`src/rtl/input_mapper.sv`:
```
// input_mapper: maps 12 debounced controls onto the MPU K-input bus and the
// BETA/BA/ACL lines through per-strobe configuration bytes.
// Optional feature macro: INPUT_TURBO_EN (turbo/auto-fire codes 25-28).
module input_mapper #(
    parameter int STROBE_COUNT    = 8,
    parameter int K_WIDTH         = 4,
    parameter int DEBOUNCE_CYCLES = 16,
    parameter int TURBO_PERIOD    = 1024
) (
    input  logic                              clk,
    input  logic                              reset,
    input  logic [11:0]                       buttons,
    input  logic [STROBE_COUNT-1:0]           strobe,
    input  logic [STROBE_COUNT*K_WIDTH*8-1:0] strobe_config,
    input  logic [23:0]                       aux_config,
    output logic [K_WIDTH-1:0]                input_k,
    output logic                              input_beta,
    output logic                              input_ba,
    output logic                              input_acl,
    output logic [11:0]                       buttons_clean
);

    localparam int SEL_W   = (STROBE_COUNT > 1) ? $clog2(STROBE_COUNT) : 1;
    localparam int ENTRY_W = K_WIDTH * 8;
    localparam int N_MAP   = K_WIDTH + 3;

    logic [11:0] sync1, sync2, clean;

    // Two-flop synchroniser for the asynchronous button inputs
    always_ff @(posedge clk) begin
        if (reset) begin
            sync1 <= '0;
            sync2 <= '0;
        end else begin
            sync1 <= buttons;
            sync2 <= sync1;
        end
    end

    generate
        if (DEBOUNCE_CYCLES == 0) begin : g_nodb
            assign clean = sync2;
        end else begin : g_db
            localparam int CW = $clog2(DEBOUNCE_CYCLES + 1);
            logic [CW-1:0] cnt [12];
            logic [11:0]   clean_q;

            // Per-button debounce: accept a new level after DEBOUNCE_CYCLES differing samples
            always_ff @(posedge clk) begin
                for (int unsigned i = 0; i < 12; i++) begin
                    if (reset) begin
                        cnt[i]     <= '0;
                        clean_q[i] <= 1'b0;
                    end else if (sync2[i] == clean_q[i]) begin
                        cnt[i] <= '0;
                    end else if (cnt[i] == CW'(DEBOUNCE_CYCLES - 1)) begin
                        clean_q[i] <= sync2[i];
                        cnt[i]     <= '0;
                    end else begin
                        cnt[i] <= cnt[i] + 1'b1;
                    end
                end
            end

            assign clean = clean_q;
        end
    endgenerate

`ifdef INPUT_TURBO_EN
    localparam int TW = (TURBO_PERIOD > 1) ? $clog2(TURBO_PERIOD) : 1;
    logic [TW-1:0] turbo_cnt;
    logic          turbo_phase;

    // Free-running turbo counter; phase flips each time the counter wraps
    always_ff @(posedge clk) begin
        if (reset) begin
            turbo_cnt   <= '0;
            turbo_phase <= 1'b0;
        end else if (turbo_cnt == TW'(TURBO_PERIOD - 1)) begin
            turbo_cnt   <= '0;
            turbo_phase <= ~turbo_phase;
        end else begin
            turbo_cnt <= turbo_cnt + 1'b1;
        end
    end
`endif

    logic [SEL_W-1:0] sel;
    logic             found;

    // Lowest-index active strobe selects the entry; none active falls back to entry 0
    always_comb begin
        sel   = '0;
        found = 1'b0;
        for (int unsigned i = 0; i < STROBE_COUNT; i++) begin
            if (strobe[i] && !found) begin
                sel   = SEL_W'(i);
                found = 1'b1;
            end
        end
    end

    logic [ENTRY_W-1:0]   entry;
    logic [N_MAP*8-1:0]   codes;
    logic [N_MAP-1:0]     mapped;

    assign entry = strobe_config[int'(sel)*ENTRY_W +: ENTRY_W];
    // K bytes occupy the low slots, followed by BETA, BA, ACL
    assign codes = {aux_config, entry};

    function automatic logic plain_src(input logic [6:0] code, input logic [11:0] b);
        case (code)
            7'd0,  7'd17: plain_src = b[0];
            7'd1,  7'd18: plain_src = b[1];
            7'd2,  7'd19: plain_src = b[2];
            7'd3,  7'd20: plain_src = b[3];
            7'd5,  7'd24: plain_src = b[4];
            7'd4,  7'd22: plain_src = b[5];
            7'd7,  7'd21: plain_src = b[6];
            7'd6,  7'd23: plain_src = b[7];
            7'd12:        plain_src = b[8];
            7'd16:        plain_src = b[9];
            7'd14:        plain_src = b[10];
            7'd13:        plain_src = b[11];
            default:      plain_src = 1'b0;
        endcase
    endfunction

    generate
        for (genvar m = 0; m < N_MAP; m++) begin : g_map
            logic [7:0] code;
            logic       src;
            assign code = codes[m*8 +: 8];

            // Resolve the source button for this slot (turbo gating before inversion)
            always_comb begin
                src = plain_src(code[6:0], clean);
`ifdef INPUT_TURBO_EN
                case (code[6:0])
                    7'd25:   src = clean[4] & turbo_phase;
                    7'd26:   src = clean[5] & turbo_phase;
                    7'd27:   src = clean[6] & turbo_phase;
                    7'd28:   src = clean[7] & turbo_phase;
                    default: ;
                endcase
`endif
            end

            assign mapped[m] = code[7] ^ src;
        end
    endgenerate

    // Output registers toward the MPU
    always_ff @(posedge clk) begin
        if (reset) begin
            input_k       <= '0;
            input_beta    <= 1'b0;
            input_ba      <= 1'b0;
            input_acl     <= 1'b0;
            buttons_clean <= '0;
        end else begin
            input_k       <= mapped[K_WIDTH-1:0];
            input_beta    <= mapped[K_WIDTH];
            input_ba      <= mapped[K_WIDTH+1];
            input_acl     <= mapped[K_WIDTH+2];
            buttons_clean <= clean;
        end
    end

endmodule

```
`config.mk`:
```
export PLATFORM = sky130hd
export DESIGN_NAME = input_mapper
export DESIGN_NICKNAME = d
export VERILOG_FILES = /design/src/rtl/input_mapper.sv
export SDC_FILE = /design/constraint.sdc
export NUM_CORES = 1
export LEC_CHECK = 0
export CORE_ASPECT_RATIO = 0.9
export CORE_UTILIZATION = 23
export DETAILED_ROUTE_END_ITERATION = 10
export PLACE_DENSITY = 0.58
export SKIP_CTS_REPAIR_TIMING = 1
export SLEW_MARGIN = 20
export SYNTH_ARGS = -nofsm -noshare
export SYNTH_HDL_FRONTEND = slang
export SYNTH_SLANG_ARGS = --single-unit
```
`constraint.sdc`:
```
create_clock -name clk -period 4.8 [get_ports clk]
set_clock_uncertainty 0.05 [all_clocks]
set_input_delay 0.96 -clock clk [delete_from_list [all_inputs] [get_ports clk]]
set_output_delay 0.96 -clock clk [all_outputs]
set_load 0.02 [all_outputs]
```
== Word level (Yosys, flattened, before mapping) ==
Memories as Yosys holds them, arrays and structs flattened.
Index checks and enable logic that the tools add are counted.
Widths: inputs -> output; s select.

* Register bits after elaboration: 55
* Latch bits: 0
* Memory bits (writable): 60
* Bits in read-only memories: 0
* Bits of input ports: 302
* Output and inout port bits: 19
* Logic and storage cells: 525
* Memories kept: 1

{| class="wikitable"
|+ Memory list
! name !! words !! bits a word !! rd ports !! clocked after Yosys merged registers in !! wr ports !! RTL line !! source
|-
| g_db.cnt || 12 || 5 || 12 || 0 || 12 || 45 || <nowiki>logic [CW-1:0] cnt [12];</nowiki>
|}

* Add/sub/neg operators: 12
* $mul: 0
* Divide/modulo/power cells: 0
* $lt $le $gt $ge: 0
* Eq/ne operators: 157
* Shift operators: 1
* Mux-type cells: 191
* Bitwise gates (word level): 55
* Reductions and logical operators: 89

{| class="wikitable"
|+ Operators by type and width
! operator !! count
|-
| $eq 7x5->1 const B || 63
|-
| $shiftx 256x9->32 || 1
|-
| $eq 7x3->1 const B || 28
|-
| $mux 5 || 36
|-
| $eq 7x4->1 const B || 21
|-
| $mux 1 || 142
|-
| $reduce_or 2->1 || 56
|-
| $eq 7x2->1 const B || 14
|-
| $pmux 1 s12 || 7
|-
| $add 5x1->5 const B || 12
|-
| $eq 5x4->1 const B || 12
|-
| $eq 7x1->1 const B || 7
|-
| $logic_not 7->1 || 7
|-
| $or 1x1->1 || 36
|-
| $reduce_and 2->1 || 12
|-
| $mux 3 || 6
|-
| $eq 1x1->1 || 12
|-
| $not 1->1 || 12
|-
| $logic_and 1x1->1 || 7
|-
| $logic_not 1->1 || 7
|-
| $xor 1x1->1 || 7
|}

== Longest topological paths before layout ==
* Depth in word-level cells: 27
* Depth in mapped cells: 16

== Worst setup path before layout ==
No wires, ideal clock.

* Path kind: in2reg
* Start point: in strobe[2]
* End point: reg input_k[0]
* Setup time: 123 ps
* Arrival time: 3890 ps
* Data required time: 4627 ps
* Slack: 736 ps
* Cell stages on the path: 13
* Path buffers: 2
* Cell sequence: buf_2 nor4_2 nand2_1 a221o_1 a211oi_1 o32ai_1 a221o_1 buf_2 xnor2_1 mux2_2 o311ai_1 a211oi_2 mux2_1

* Longest elaborated chain between the ends: 22

{| class="wikitable"
|+ RTL lines
! item !! RTL line !! source
|-
| start: declaration || 13 || <nowiki>input logic [STROBE_COUNT-1:0] strobe,</nowiki>
|-
| $logic_and 1x1->1 (*) || 96 || <nowiki>if (strobe[i] && !found) begin</nowiki>
|-
| $mux 1 || 96 ||
|-
| $logic_not 1->1 || 96 ||
|-
| $logic_and 1x1->1 || 96 ||
|-
| $mux 1 || 96 ||
|-
| $logic_not 1->1 || 96 ||
|-
| $logic_and 1x1->1 || 96 ||
|-
| $mux 1 || 96 ||
|-
| [... 6 more ...] || n/a ||
|-
| $logic_not 1->1 || 96 ||
|-
| $logic_and 1x1->1 || 96 ||
|-
| $mux 3 (*) || 96 ||
|-
| $shiftx 256x9->32 (*) || 107 || <nowiki>assign entry = strobe_config[int'(sel)*ENTRY_W +: ENTRY_W];</nowiki>
|-
| $eq 7x3->1, or another cell as far along || 112 || <nowiki>case (code)</nowiki>
|-
| $reduce_or 2->1 || 112 ||
|-
| $pmux 1 s12 || 112 ||
|-
| $xor 1x1->1 (*) || 149 || <nowiki>assign mapped[m] = code[7] ^ src;</nowiki>
|-
| end signal: assignment || 162 || <nowiki>input_k <= mapped[K_WIDTH-1:0];</nowiki>
|-
| end: declaration || 16 || <nowiki>output logic [K_WIDTH-1:0] input_k,</nowiki>
|}

Mark *: on every way between the ends. The rest lies on a longest branch, timed or not.
A chain may end at the register's enable or synchronous reset.

== Worst setup path after layout ==
* Start point: in strobe[4]
* End point: reg input_k[1]

* Longest elaborated chain between the ends: 16

{| class="wikitable"
|+ RTL lines
! item !! RTL line
|-
| $logic_and 1x1->1 (*) || 96
|-
| $mux 1 || 96
|-
| $logic_not 1->1 || 96
|-
| $logic_and 1x1->1 || 96
|-
| $mux 1 || 96
|-
| $logic_not 1->1 || 96
|-
| $logic_and 1x1->1 || 96
|-
| $mux 1 || 96
|-
| $logic_not 1->1 || 96
|-
| $logic_and 1x1->1 || 96
|-
| $mux 3 (*) || 96
|-
| $shiftx 256x9->32 (*) || 107
|-
| $eq 7x3->1, or another cell as far along || 112
|-
| $reduce_or 2->1 || 112
|-
| $pmux 1 s12 || 112
|-
| $xor 1x1->1 (*) || 149
|}

Marked as above.

==> impl_metrics.env <==
export IMPL_status="finished clean"
export IMPL_seq_area_um2=2900
export IMPL_worstPathMaxFanout=7
export IMPL_setup_viol=0
export IMPL_vias_per_cell=4.87
export IMPL_tightest_slew_ps=823
export IMPL_synth_cells=1094
export IMPL_grt_ovfl_total=0
export IMPL_grt_max_degree=40
export IMPL_num_vias=9942
export IMPL_grt_first_pass_wirelength_um=58400
export IMPL_timing_worst_setup_path_type="primary input to flip-flop"
export IMPL_synth_common_cells="nor2_1, nand2_1, edfxtp_1"
export IMPL_port_buffers=320
export IMPL_dp_hpwl_um=31100
export IMPL_fp_dieW_um=210
export IMPL_worstHoldPathType="flip-flop to flip-flop"
export IMPL_syn_cell_area_um2=8960
export IMPL_crit_arrival_ps=4630
export IMPL_synth_edff_count=60
export IMPL_dieArea_um2=39700
export IMPL_cts_tree="yes"
export IMPL_finalCritPeriodShare=0.912
export IMPL_dieHeight_um=189
export IMPL_power_leakage_nw=5.35
export IMPL_numCtsBuffers=17
export IMPL_clkTransAtPathRegs_ps=60
export IMPL_synthFlopType="edfxtp_1"
export IMPL_numPlacedInstances=2010
export IMPL_synth_top_area_frac=0.201
export IMPL_rows=68
export IMPL_diodes=0
export IMPL_clkSinkCount=115
export IMPL_num_fill_cells=3896
export IMPL_ys_seq_area_frac=0.324
export IMPL_layout_nets=1830
export IMPL_drtIter0Drc=687
export IMPL_async_reset_ff_frac=0
export IMPL_start_util=0.233
export IMPL_ir_worst_vdd_mv=0.191
export IMPL_antenna_found_initial=0
export IMPL_grt_use_total=0.195
export IMPL_cts_root_buffer="clkbuf_16"
export IMPL_cts_max_path_buffers=2
export IMPL_rsz0062_at_grt="no"
export IMPL_ys_ff_latch=115
export IMPL_wl_per_cell_um=18.8
export IMPL_total_power_mw=3.30
export IMPL_ant_nets=0
export IMPL_place_gp_congestion=0.956
export IMPL_h_tree_depth=4
export IMPL_yosysTopAreaCell="edfxtp_1"
export IMPL_placed_area_um2=13500
export IMPL_stdcell_count=2042
export IMPL_multi_input_area_um2=5790
export IMPL_worstPathRequired_ps=5050
export IMPL_yosysMostFrequentCell="nor2_1"
export IMPL_finalSetupTns_ps=0
export IMPL_fin_area_um2=14100
export IMPL_hold_viol=0
export IMPL_setup_slack_ps=421
export IMPL_preCtsSetupSlack_ps=72.8
export IMPL_endpoint_kind="flip-flop"
export IMPL_synth_area_top_cells="edfxtp_1, dfxtp_1, nor2_1, mux2i_1, nand2_1"
export IMPL_io_pins=321
export IMPL_syn_area_per_cell_um2=8.19
export IMPL_maxCapViolCount=0
export IMPL_drive_above_1_share=0.0962
export IMPL_clk_latency_ps=420
export IMPL_core_um2=38400
export IMPL_final_max_slew_viol_count=0
export IMPL_yosys_warnings=0
export IMPL_drc=0
export IMPL_final_min_clock_period_ps=4380
export IMPL_areaGrowthSynthToFinish_pct=56.9
export IMPL_drt_pass1_iter_count=5
export IMPL_slew_limit_headroom=0.450
export IMPL_grt_pass1_vias=9910
export IMPL_fmax_mhz=228
export IMPL_p_per_area_nw_per_um2=235
export IMPL_cp_start_kind="primary input"
export IMPL_synth_cell_types=87
export IMPL_drt_total_wl_um=38400
## sequential cells by signal, indices dropped and copies added (netlist names)
name           count
clean             12
sync1             12
g_db.cnt          60
input_k            4
sync2             12
input_ba           1
input_beta         1
input_acl          1
buttons_clean     12
## layer usage
metal,GRT usage,up-vias,part of all wire
li1,-,4809,-
met1,0.266,4723,0.47
met2,0.313,379,0.46
met3,0.0433,31,0.067
met4,0.0415,0,0.012
met5,0,-,0
## worst max-delay path, cell delays in order
cell and delay [ps]:
clkdlybuf4s50_1 570, buf_4 230, or4b_4 570, a211oi_4 450
nand2_1 170, a32oi_1 290, o21ai_1 200, xnor2_1 210
a222oi_1 300, mux2i_1 110, and4b_1 210, o31ai_1 250
o41ai_1 100
## worst paths after layout
| check | start | to | slack [ps] | cells past startpoint |
|---|---|---|---|---|
| worst max-delay path | strobe[4] | input_k[1] | 420 | 13 |
| worst min-delay path | sync1[6] | sync2[6] | 380 | 1 |
| worst max register to register | clean[5] | input_beta | 2580 | 7 |
| worst min register to register | sync1[6] | sync2[6] | 380 | 1 |
## per-stage QoR
stage / hold WS, ps / util
2_1_floorplan: 364 / -
3_3_place_gp: 374 / 0.351
3_5_place_dp: 370 / 0.351
4_1_cts: 383 / 0.366
5_1_grt: 405 / 0.366
6_report: 382 / 0.366
## cell usage in the layout, fill, tap and decap left out, types with 11 or more instances in the layout
cell and n:
clkdlybuf4s50_1 319, nor2_1 147, nand2_1 81, buf_4 73
edfxtp_1 60, conb_1 60, a21oi_1 59, nand3_1 55
dfxtp_1 55, inv_1 51, nor2b_1 44, o21ai_0 41
mux2i_1 34, xnor2_1 29, ha_1 24, or3_1 22
a211oi_1 18, clkbuf_16 18, xor2_1 17, o211ai_1 17
o22ai_1 14, and3_1 13, nand2b_1 13, nor3_1 12
a31oi_1 11
## layout make-up
| class | instances | share of cell area |
|---|---|---|
| clock buffers | 18 | 0.0320 |
| clock inverters | 14 | 0.0111 |
| repair buffers | 401 | 0.278 |
| multi-input cells | 917 | 0.412 |
| flip-flops and latches | 115 | 0.206 |
| inverters | 52 | 0.0139 |
| well taps | 525 | 0.0467 |
## where the power goes
part	switching [mW]	internal, mW
Sequential	0.0201	1.07
Combinational	0.440	0.476
Clock	0.524	0.770
## logic make-up (layout without fill, tap and decap cells)
group / Yosys count / in the layout / share of synthesized area
buffers and inverters: 121 / 485 / 0.0563
muxes: 41 / 41 / 0.0480
and+or+nand+nor: 446 / 446 / 0.250
adders and majority gates: 24 / 24 / 0.0335
xor gates and xnor gates: 46 / 46 / 0.0450
DFF: 115 / 115 / 0.324
other: 1 / 60 / 0.000419
AOI/OAI and AO/OA: 300 / 300 / 0.243
Power figures use the tool's default switching activity.
